===== config.mk =====
export PLATFORM = sky130hd
export DESIGN_NAME = axis_result_tx
export DESIGN_NICKNAME = d
export VERILOG_FILES = /design/src/rtl/cnn_pkg.sv /design/src/rtl/sync_fifo.sv /design/src/rtl/axis_result_tx.sv
export SDC_FILE = /design/constraint.sdc
export NUM_CORES = 1
export LEC_CHECK = 0
export BUFFER_PORTS_ARGS = -buffer_cell sky130_fd_sc_hd__clkbuf_2
export CORE_MARGIN = 2
export CORE_UTILIZATION = 35
export DETAILED_ROUTE_END_ITERATION = 6
export SETUP_SLACK_MARGIN = 0.4
export SLEW_MARGIN = 15
export SYNTH_ARGS = -nofsm -noshare
export SYNTH_HDL_FRONTEND = slang
export SYNTH_SLANG_ARGS = --single-unit

===== constraint.sdc =====
create_clock -name clk -period 8.8 [get_ports clk]
set_input_delay 1.76 -clock clk [delete_from_list [all_inputs] [get_ports clk]]
set_output_delay 1.76 -clock clk [all_outputs]
set_load 0.02 [all_outputs]

===== src/rtl/cnn_pkg.sv =====
// Shared types and geometry helpers for the convolution engine.
// Frame length is derived from image and kernel size.
package cnn_pkg;

  localparam int OUT_WIDTH = 32;
  localparam int IMG_WIDTH = 28;
  localparam int KERNEL    = 3;

  typedef logic signed [OUT_WIDTH-1:0] result_t;

  function automatic int frame_len(input int img, input int k);
    return (img - k + 1) * (img - k + 1);
  endfunction

endpackage


===== src/rtl/sync_fifo.sv =====
// Single-clock FIFO with first-word-fall-through head.
// Caller must not push when full without a pop, nor pop when empty.
module sync_fifo #(
  parameter int W  = 32,
  parameter int D  = 16,
  parameter int LW = $clog2(D) + 1
) (
  input  logic          clk,
  input  logic          rst_n,
  input  logic          push_i,
  input  logic          pop_i,
  input  logic [W-1:0]  din_i,
  output logic [W-1:0]  dout_o,
  output logic          full_o,
  output logic          empty_o,
  output logic [LW-1:0] level_o
);

  localparam int AW = $clog2(D);

  logic [W-1:0]  mem_q [D];
  logic [AW-1:0] wr_q, wr_d;
  logic [AW-1:0] rd_q, rd_d;
  logic [LW-1:0] lvl_q, lvl_d;

  always_comb begin
    wr_d  = wr_q;
    rd_d  = rd_q;
    lvl_d = lvl_q;
    if (push_i) wr_d = wr_q + AW'(1);
    if (pop_i)  rd_d = rd_q + AW'(1);
    if (push_i && !pop_i) lvl_d = lvl_q + LW'(1);
    if (pop_i && !push_i) lvl_d = lvl_q - LW'(1);
  end

  always_ff @(posedge clk or negedge rst_n) begin
    if (!rst_n) begin
      wr_q  <= '0;
      rd_q  <= '0;
      lvl_q <= '0;
    end else begin
      wr_q  <= wr_d;
      rd_q  <= rd_d;
      lvl_q <= lvl_d;
    end
  end

  // Storage needs no reset: pointers define what is valid.
  always_ff @(posedge clk) begin
    if (push_i) mem_q[wr_q] <= din_i;
  end

  assign dout_o  = mem_q[rd_q];
  assign full_o  = (lvl_q == LW'(D));
  assign empty_o = (lvl_q == '0);
  assign level_o = lvl_q;

endmodule


===== src/rtl/axis_result_tx.sv =====
// AXI-Stream transmitter for conv results: buffers a stall-free
// strobe, frames beats with tlast and flags dropped words.
module axis_result_tx #(
  parameter int OUT_WIDTH  = cnn_pkg::OUT_WIDTH,
  parameter int IMG_WIDTH  = cnn_pkg::IMG_WIDTH,
  parameter int KERNEL     = cnn_pkg::KERNEL,
  parameter int FIFO_DEPTH = 16
) (
  input  logic                          clk,
  input  logic                          rst_n,
  input  logic                          i_valid,
  input  logic [OUT_WIDTH-1:0]          i_data,
  input  logic                          i_clear_ovf,
  output logic [OUT_WIDTH-1:0]          m_axis_tdata,
  output logic                          m_axis_tvalid,
  input  logic                          m_axis_tready,
  output logic                          m_axis_tlast,
  output logic                          o_overflow,
  output logic                          o_frame_done,
  output logic [$clog2(FIFO_DEPTH):0]   o_level
);

  import cnn_pkg::*;

  localparam int LW = $clog2(FIFO_DEPTH) + 1;
  localparam int FL = frame_len(IMG_WIDTH, KERNEL);
  localparam int CW = (FL > 1) ? $clog2(FL) : 1;

  logic                 full, empty, pop, push, drop, hs, at_end;
  logic [OUT_WIDTH-1:0] head;
  logic [LW-1:0]        level;

  logic                 tvalid_q, tvalid_d;
  logic                 tlast_q, tlast_d;
  logic [OUT_WIDTH-1:0] tdata_q, tdata_d;
  logic [CW-1:0]        cnt_q, cnt_d;
  logic                 ovf_q, ovf_d;
  logic                 done_q, done_d;

  assign hs     = tvalid_q && m_axis_tready;
  assign pop    = !empty && (!tvalid_q || m_axis_tready);
  assign push   = i_valid && (!full || pop);
  assign drop   = i_valid && full && !pop;
  assign at_end = (cnt_q == CW'(FL - 1));

  sync_fifo #(
    .W  (OUT_WIDTH),
    .D  (FIFO_DEPTH),
    .LW (LW)
  ) u_fifo (
    .clk     (clk),
    .rst_n   (rst_n),
    .push_i  (push),
    .pop_i   (pop),
    .din_i   (i_data),
    .dout_o  (head),
    .full_o  (full),
    .empty_o (empty),
    .level_o (level)
  );

  // Counter tracks loads so framing follows what was actually sent.
  always_comb begin
    tvalid_d = tvalid_q;
    tlast_d  = tlast_q;
    tdata_d  = tdata_q;
    cnt_d    = cnt_q;
    if (pop) begin
      tdata_d  = head;
      tvalid_d = 1'b1;
      tlast_d  = at_end;
      cnt_d    = at_end ? '0 : cnt_q + CW'(1);
    end else if (hs) begin
      tvalid_d = 1'b0;
      tlast_d  = 1'b0;
    end
    ovf_d  = drop ? 1'b1 : (i_clear_ovf ? 1'b0 : ovf_q);
    done_d = hs && tlast_q;
  end

  always_ff @(posedge clk or negedge rst_n) begin
    if (!rst_n) begin
      tvalid_q <= 1'b0;
      tlast_q  <= 1'b0;
      tdata_q  <= '0;
      cnt_q    <= '0;
      ovf_q    <= 1'b0;
      done_q   <= 1'b0;
    end else begin
      tvalid_q <= tvalid_d;
      tlast_q  <= tlast_d;
      tdata_q  <= tdata_d;
      cnt_q    <= cnt_d;
      ovf_q    <= ovf_d;
      done_q   <= done_d;
    end
  end

  assign m_axis_tdata  = tdata_q;
  assign m_axis_tvalid = tvalid_q;
  assign m_axis_tlast  = tlast_q;
  assign o_overflow    = ovf_q;
  assign o_frame_done  = done_q;
  assign o_level       = level;

endmodule


==> Word-level counts from Yosys, hierarchy flattened <==
Memories as Yosys holds them, arrays and structs flattened. A register that Yosys moved wholly into a read port is not among the register bits.
Cells that the tools add are included.
{ "word_totals": {"reg_bits": 27, "ramBits": 512, "input_bits": 37, "output_inout_bits": 41, "elab_cells": 46, "n_memories": 1} }
{ "mem_list": {"columns": ["memory", "words", "width", "read_ports", "rd_ports_with_merged_regs", "write_ports", "line", "source"], "rows": [
  ["u_fifo.mem_q", 16, 32, 1, 1, 1, "sync_fifo.sv:21", "logic [W-1:0] mem_q [D];"]
]} }
{ "classes": {"addsub": 5, "eq_ne": 2, "n_mux": 10, "n_reduce_logical": 20} }
{ "ops": {"columns": ["op", "n"], "rows": [
  ["$add 10x1->10 const B", 1],
  ["$eq 10x10->1 const B", 1],
  ["$mux 10", 1],
  ["$mux 5", 2],
  ["$add 4x1->4 const B", 2],
  ["$logic_and 1x1->1", 8],
  ["$mux 1", 7],
  ["$logic_not 1->1", 6],
  ["$reduce_bool 2->1", 3],
  ["$add 5x1->5 const B", 1],
  ["$eq 5x5->1 const B", 1],
  ["$logic_not 5->1", 1],
  ["$sub 5x1->5 const B", 1],
  ["$logic_or 1x1->1", 2]
]} }

==> Depth between registers and ports, before layout <==
Gate-level depths: netlist of run 1.
{ "logic_depth": {"word_depth": 8, "mapped_depth": 10, "depth_no_buf": 8} }

==> Modules after synthesis <==
From an unflattened synthesis of run 1, not the netlist that was laid out.
{ "unflattened": {"hier_cells": 1077, "hier_area_um2": 21889.7} }
{ "by_module_without_submodules": {"columns": ["mod", "instances", "cells_each", "area_per_inst_um2", "seq_area_each_um2"], "rows": [
  ["sync_fifo", 1, 877, 19955.4, 15700.1],
  ["axis_result_tx", 1, 200, 1934.4, 1151.1]
]} }

==> Worst setup path after synthesis of run 1 <==
OpenSTA, ideal clock, no wires.
{ "synth_path": {"path_type": "in2reg", "startpoint": "input i_valid", "endpoint": "memory u_fifo.mem_q[3][0], enable pin", "setup_time_ns": 0.461, "arrival_time_ns": 4.846, "required_time_ns": 8.339, "setup_slack_ns": 3.493, "cell_stages": 5, "path_buffers": 1, "path_cell_list": "buf_2 inv_1 a31oi_1 nand2_1 nor3_1"} }
{ "synth_between": {"elab_chain_len": 3} }
{ "synth_rtl": {"columns": ["element", "line", "source"], "rows": [
  ["from (decl)", "axis_result_tx.sv:11", "input logic i_valid,"],
  ["$logic_and 1x1->1", "axis_result_tx.sv:42", "assign push = i_valid && (!full || pop);"],
  ["$mux 1", "sync_fifo.sv:50", "if (push_i) mem_q[wr_q] <= din_i;"],
  ["$mux 1 (implied by the code)", "sync_fifo.sv:50", null],
  ["to (decl)", "sync_fifo.sv:21", null]
]} }
No other way between the ends.

==> Worst setup path in the final report of run 1 <==
{ "layout_path": {"startpoint": "input i_valid", "endpoint": "memory u_fifo.mem_q[1][0], enable pin"} }
The elaborated chain is that of the path after synthesis.

==> out/results.tsv, run 1 <==
stage	metric	value	unit
outcome	status	finished clean	
synthesis	yosys_warnings	0	
timing	fin_crit	4330	ps
worst_setup_path	cp.required	9060	ps
min_path	min_path_cells	1	
power_and_ir_drop	p_per_area	327	mW/mm2
clock_network	cts_resized	0	
global_route	grtUsageTotal	14.7	%
synthesis	ys_seq_elements	571	
timing	drv_slew	0	
floorplan	die-area	0.0644	mm2
synthesis	synth_nets	1054	
timing	finalCritPeriodShare	49.2	%
clock_network	cts_setup_buffers	0	
clock_network	cts.sinks	571	
clock_network	htree_num_levels	2	
floorplan	die_w	254	um
min_path	hp-start	cnt_q[9]	
floorplan	row_count	91	
detailed_routing	routedWlPerCell	23.6	um
worst_setup_path	path_class	in -> reg	
timing	relSlewSlack	21.5	%
min_path	hold_class	reg -> reg	
layout	drive_above_1_share	29.0	%
timing	fmax	0.231	GHz
synthesis	yosysSeqAreaShare	77.1	%
synthesis	syn_area	0.0218	mm2
placed_design	gp_congestion	0.766	
worst_setup_path	reg2reg_depth	5	
clock_network	cts_root_buffer	clkbuf_16	
detailed_routing	ant_nets	0	
worst_setup_path	crit_fanout	23	
synthesis	ys.flop_type	edfxtp_1	
worst_setup_path	cp.arrival	4590	ps
layout	mostFrequentLayoutCells	edfxtp_1 (512), mux4_2 (128), clkbuf_2 (76)	
layout	final_area	0.0252	mm2
placed_design	port_buffers	77	
timing	rsz0062_at_grt	no	
synthesis	yosysTopAreaCell	edfxtp_1	
global_route	grt_first_pass_wirelength	69400	um
detailed_routing	first_pass_iters	5	
layout	diodes	0	
synthesis	syn_inst	1009	
job	drv_cap	0	
placed_design	placed_area	0.0233	mm2
worst_setup_path	startpoint_type	input pin	
synthesis	synth.distinct_cells	40	
synthesis	synth-edff-count	512	
floorplan	die_h	254	um
worst_setup_path	reg2reg_slack	5180	ps
clock_network	cts_tree	built	
timing	tns	0	ps
clock_network	clockBufferDepth	3	
layout	layout_commonest_cell	edfxtp_1	
synthesis	syn_avg_cell_area	21.7	um2
floorplan	core_area	0.0617	mm2
synthesis	synthArstFlopShare	10.3	%
placed_design	place_hpwl	27300	um
synthesis	synthTopCellsByArea	edfxtp_1 (70%), mux4_2 (13%), dfrtp_1 (6.8%)	
clock_network	clkLatencyLatePin	610	ps
layout	nets	1146	
synthesis	yosysTopAreaCellShare	70.4	%
global_route	grt_pass1_vias	10400	
clock_network	cts-hold-fix-buffers	0	
detailed_routing	viasPerCell	5.14	
global_route	grt_remaining_overflow	0	
timing	finalHoldViolations	0	
worst_setup_path	reg2reg_from	u_fifo.level_o[1]	
layout	fillers	5429	
floorplan	start_util	35.4	%
clock_network	cts_made_buffers	57	
power_and_ir_drop	ir_drop	171	uV
global_route	grt_start_max_net_pins	87	
global_route	antenna_found_initial	1	
timing	tightest_slew	1170	ps
timing	skew	22.8	ps
floorplan	io_pins	78	
power_and_ir_drop	power_leakage	8.29	nW
detailed_routing	drc	0	
layout	syn2layout_area_growth	15.4	%
worst_setup_path	r2r_end	u_fifo.mem_q[1][0]	
detailed_routing	routed_wl	46800	um
timing	finalSetupViolCount	0	
min_path	hold_end	cnt_q[9]	
detailed_routing	first_iter_violations	919	
clock_network	clk_pin_slew	60	ps
worst_setup_path	cp-end-kind	flip-flop	
detailed_routing	dr_total_vias	10200	
-- layer usage --
metal  global-route usage [%]  up-vias  routed length [um]
met5                        0        -                  13
met1                     23.1     5453               22800
li1                         -     4391                   -
met3                     3.28       62                2740
met2                     20.9      292               20500
met4                     3.28        2                 728
-- where the power goes --
group / switching, W / internal, W
registers: 0.000353 / 0.00333
logic: 0.00113 / 0.000923
clock network: 0.00101 / 0.00148
-- cells by family (layout without fill, tap and decap cells) --
group / after synthesis / after routing / synth area share (%)
compound gates: 61 / 61 / 2.19
fa+ha+maj: 8 / 8 / 0.458
mux: 194 / 194 / 16.3
simple gates: 100 / 100 / 2.16
flops: 571 / 571 / 77.1
xor+xnor: 13 / 13 / 0.521
buf+inv: 62 / 201 / 1.23
-- worst max-delay path, cell delays in order --
cell      delay, ps
clkbuf_2        220
inv_1            90
a31oi_1         780
nand2_1         450
nor3_2          800
buf_4           480
-- area by class of cell --
| type | count | area, um2 | share of cell area [%] |
|---|---|---|---|
| inverter | 8 | 30.0 | 0.119 |
| clock inverter | 36 | 425 | 1.69 |
| sequential | 571 | 16900 | 66.9 |
| timing repair buffer | 87 | 495 | 1.96 |
| tap | 837 | 1050 | 4.15 |
| clock buffer | 70 | 1510 | 5.97 |
| multi-input combinational | 376 | 4850 | 19.2 |
-- state kept, by name (all words and copies together) (netlist names) --
register	count
cnt_q	10
m_axis_tdata	32
m_axis_tlast	1
m_axis_tvalid	1
o_frame_done	1
o_overflow	1
u_fifo.level_o	5
u_fifo.mem_q	512
u_fifo.rd_q	4
u_fifo.wr_q	4
-- synthesized netlist by cell type, drive strengths merged (5+ instances only) --
cell	n
nand4	7
mux2i	65
mux4	128
nor2	17
o221ai	34
o21ai	11
xnor2	13
edfxtp	512
o31ai	5
ha	8
buf	37
nor3	5
dfrtp	59
nand2	51
clkbuf	17
inv	8
-- metrics by stage --
stage | utilization (%) | setup slack, ps | total power, W | hold slack [ps] | instances
after floorplan | - | 3490 | 0.00508 | 451 | 1009
after global placement | 37.7 | 3930 | 0.00580 | 475 | 1878
after detailed placement | 37.7 | 3860 | 0.00583 | 480 | 1878
after CTS | 40.8 | 4500 | 0.00833 | 493 | 1984
after global routing | 40.9 | 4300 | 0.00861 | 512 | 1985
final | 40.9 | 4470 | 0.00824 | 491 | 1985
-- worst max-delay path by stage --
| stage | start | to | slack, ps |
|---|---|---|---|
| after floorplan | i_valid | u_fifo.mem_q[3][0] | 3490 |
| after global placement | i_valid | u_fifo.mem_q[1][20] | 3930 |
| after detailed placement | i_valid | u_fifo.mem_q[1][18] | 3860 |
| after CTS | i_valid | u_fifo.mem_q[1][0] | 4500 |
| after global routing | i_valid | u_fifo.mem_q[1][0] | 4300 |
| final | i_valid | u_fifo.mem_q[1][0] | 4470 |
Power figures use the tool's default switching activity.
==> inputs of run 2 (changes only) <==
- ABC_AREA: default -> 1
- clock period: 8.8 -> 4.3 ns (I/O delays scaled with it)
==> run 2 against run 1 <==
Net effect:
- routed wire length is 22% higher
- first-iteration DRC count is 66% higher
- clock skew is 3.4 ps higher
- non-clock buffer count is 24 higher
- sequential power is 96% higher
- final cell count is 34% higher
- power is 120% higher
- sequential share of layout area is 0.88 points lower
- register-to-register slack worse by 3600 ps
- worst hold slack worse by 92 ps
- critical endpoint is now u_fifo.mem_q[4][22]
==> out/results.tsv, run 2 <==
stage	metric	value	unit
synthesis	ys_seq_elements	571	
floorplan	die-area	0.0663	mm2
power_and_ir_drop	ir_drop	337	uV
layout	syn2layout_area_growth	13.6	%
floorplan	io_pins	78	
floorplan	row_count	92	
layout	mostFrequentLayoutCells	edfxtp_1 (512), nor2_1 (289), o21ai_0 (158)	
synthesis	syn_inst	1708	
min_path	hold_class	in -> async	
layout	layout_commonest_cell	edfxtp_1	
detailed_routing	viasPerCell	5.30	
timing	finalHoldViolations	0	
worst_setup_path	startpoint_type	flip-flop	
floorplan	die_h	258	um
global_route	grt_start_max_net_pins	141	
worst_setup_path	cpMaxStageDelayCell	nor2_4	
clock_network	cts_setup_buffers	0	
layout	regArea	0.0169	mm2
synthesis	yosysSeqAreaShare	74.9	%
layout	nets	1810	
detailed_routing	dr_total_vias	14100	
detailed_routing	first_pass_iters	5	
outcome	status	finished clean	
clock_network	clockBufferDepth	3	
clock_network	cts-hold-fix-buffers	0	
synthesis	yosysMostFrequentCell	edfxtp_1	
synthesis	syn_area	0.0225	mm2
detailed_routing	first_iter_violations	1526	
timing	skew	26.2	ps
worst_setup_path	crit_fanout	19	
synthesis	synthTopCellsByCount	edfxtp_1 (512), nor2_1 (305), o21ai_0 (158)	
job	drv_cap	0	
placed_design	placed_area	0.0238	mm2
layout	largest-register	u_fifo.mem_q	
global_route	grt_remaining_overflow	0	
synthesis	syn_avg_cell_area	13.2	um2
layout	multi_input_area	0.00501	mm2
placed_design	place_hpwl	33100	um
clock_network	cts.sinks	571	
worst_setup_path	critPathMaxStageDelay	490	ps
worst_setup_path	cp.required	4570	ps
timing	rsz0062_at_grt	no	
detailed_routing	drc	0	
placed_design	port_buffers	77	
clock_network	clk_pin_slew	60	ps
timing	fin_crit	2720	ps
timing	drv_slew	0	
power_and_ir_drop	p_per_area	697	mW/mm2
synthesis	synthTopCellsByArea	edfxtp_1 (68%), dfrtp_1 (6.6%), nor2_1 (5.1%)	
global_route	grtUsageTotal	17.2	%
timing	tns	0	ps
floorplan	core_area	0.0633	mm2
worst_setup_path	cp_cell_sequence	nand2_1, nor3_1, nor2_2, nand2_1, nor2_4, buf_4	
timing	fmax	0.368	GHz
detailed_routing	routedWlPerCell	21.5	um
placed_design	pre_cts_slack	1000	ps
clock_network	cts_made_buffers	56	
worst_setup_path	path_class	reg -> reg	
timing	finalCritPeriodShare	63.2	%
floorplan	die_w	258	um
layout	postLayoutCoreUtil	40.4	%
global_route	antenna_found_initial	1	
synthesis	ys.flop_type	edfxtp_1	
worst_setup_path	reg2reg_slack	1580	ps
synthesis	synth_nets	1753	
clock_network	cts_resized	0	
layout	fillers	5861	
timing	finalSetupViolCount	0	
global_route	grt_first_pass_wirelength	86000	um
floorplan	start_util	35.5	%
timing	fin_ws	1580	ps
synthesis	synthArstFlopShare	10.3	%
layout	final_area	0.0255	mm2
power_and_ir_drop	power_leakage	8.63	nW
timing	relSlewSlack	37.3	%
worst_setup_path	cp_common_cell	nand2_1	
synthesis	yosys_warnings	0	
placed_design	gp_congestion	0.820	
worst_setup_path	cp.arrival	2990	ps
global_route	grt_pass1_vias	13700	
clock_network	cts_tree	built	
clock_network	clkLatencyLatePin	620	ps
synthesis	yosysTopAreaCell	edfxtp_1	
synthesis	synth.distinct_cells	31	
layout	drive_above_1_share	12.0	%
synthesis	yosysTopAreaCellShare	68.3	%
timing	tightest_slew	941	ps
clock_network	cts_root_buffer	clkbuf_16	
clock_network	htree_num_levels	2	
layout	largest_reg_flops	512	
worst_setup_path	cp-end-kind	flip-flop	
synthesis	synth-edff-count	512	
detailed_routing	routed_wl	57300	um
detailed_routing	ant_nets	0	
-- run 2: cell count changes after synthesis, moves of 54 or more --
cell and delta:
nor2_1 +288, o21ai_0 +148, o21ai_1 +148, mux4_2 -128
nand2_1 +100, mux2i_1 -64, nand3_1 +55, o221ai_1 +54
-- run 2: area by class of cell --
type	instances	area share [%]
flip-flops and latches	571	66.0
multi-input cells	991	19.6
clock buffers	72	5.88
well taps	846	4.14
repair buffers	111	2.76
clock inverters	33	1.06
inverters	34	0.534
diodes	1	0.00979
-- run 2: routing by layer --
metal,GRT usage (%),wire (um)
met5,0,0
met4,4.82,1110
met3,3.87,5090
met2,26.9,26400
met1,24.1,24700
-- run 2: report_power, final --
| group | switching, W | internal (W) |
|---|---|---|
| Sequential | 0.000428 | 0.00682 |
| Clock | 0.00203 | 0.00270 |
| Combinational | 0.00422 | 0.00162 |
-- run 2: worst paths after layout --
path	cells after the start	endpoint	start
max	6	u_fifo.mem_q[4][22]	m_axis_tvalid
min	1	m_axis_tdata[5]	rst_n
max reg2reg	6	u_fifo.mem_q[4][22]	m_axis_tvalid
min reg2reg	2	m_axis_tdata[13]	m_axis_tdata[13]
max in group asynchronous	1	u_fifo.rd_q[0]	rst_n
min in group clk	2	o_overflow	i_clear_ovf
-- run 2: cells by family (layout without fill, tap and decap cells) --
family / count (synthesis) / in the layout / synth area share, %
flops: 571 / 571 / 74.9
buf+inv: 146 / 250 / 3.35
simple gates: 533 / 533 / 9.42
fa+ha+maj: 8 / 8 / 0.445
compound gates: 440 / 440 / 11.5
other cells: 0 / 1 / 0
xor+xnor: 10 / 10 / 0.389
-- run 2: worst max-delay path: cells and delay by family (launching register included) --
family	cells	cell delay (ps)
and+or+nand+nor	5	1570
DFF	1	410
buffers and inverters	1	370
-- run 2: metrics by stage --
step           std cells  total power [W]  hold WS [ps]
3_3_place_gp        2553           0.0131           462
3_5_place_dp        2553           0.0132           466
4_1_cts             2658           0.0179           409
2_1_floorplan       1708           0.0112           468
5_1_grt             2658           0.0188           443
6_report            2659           0.0178           398
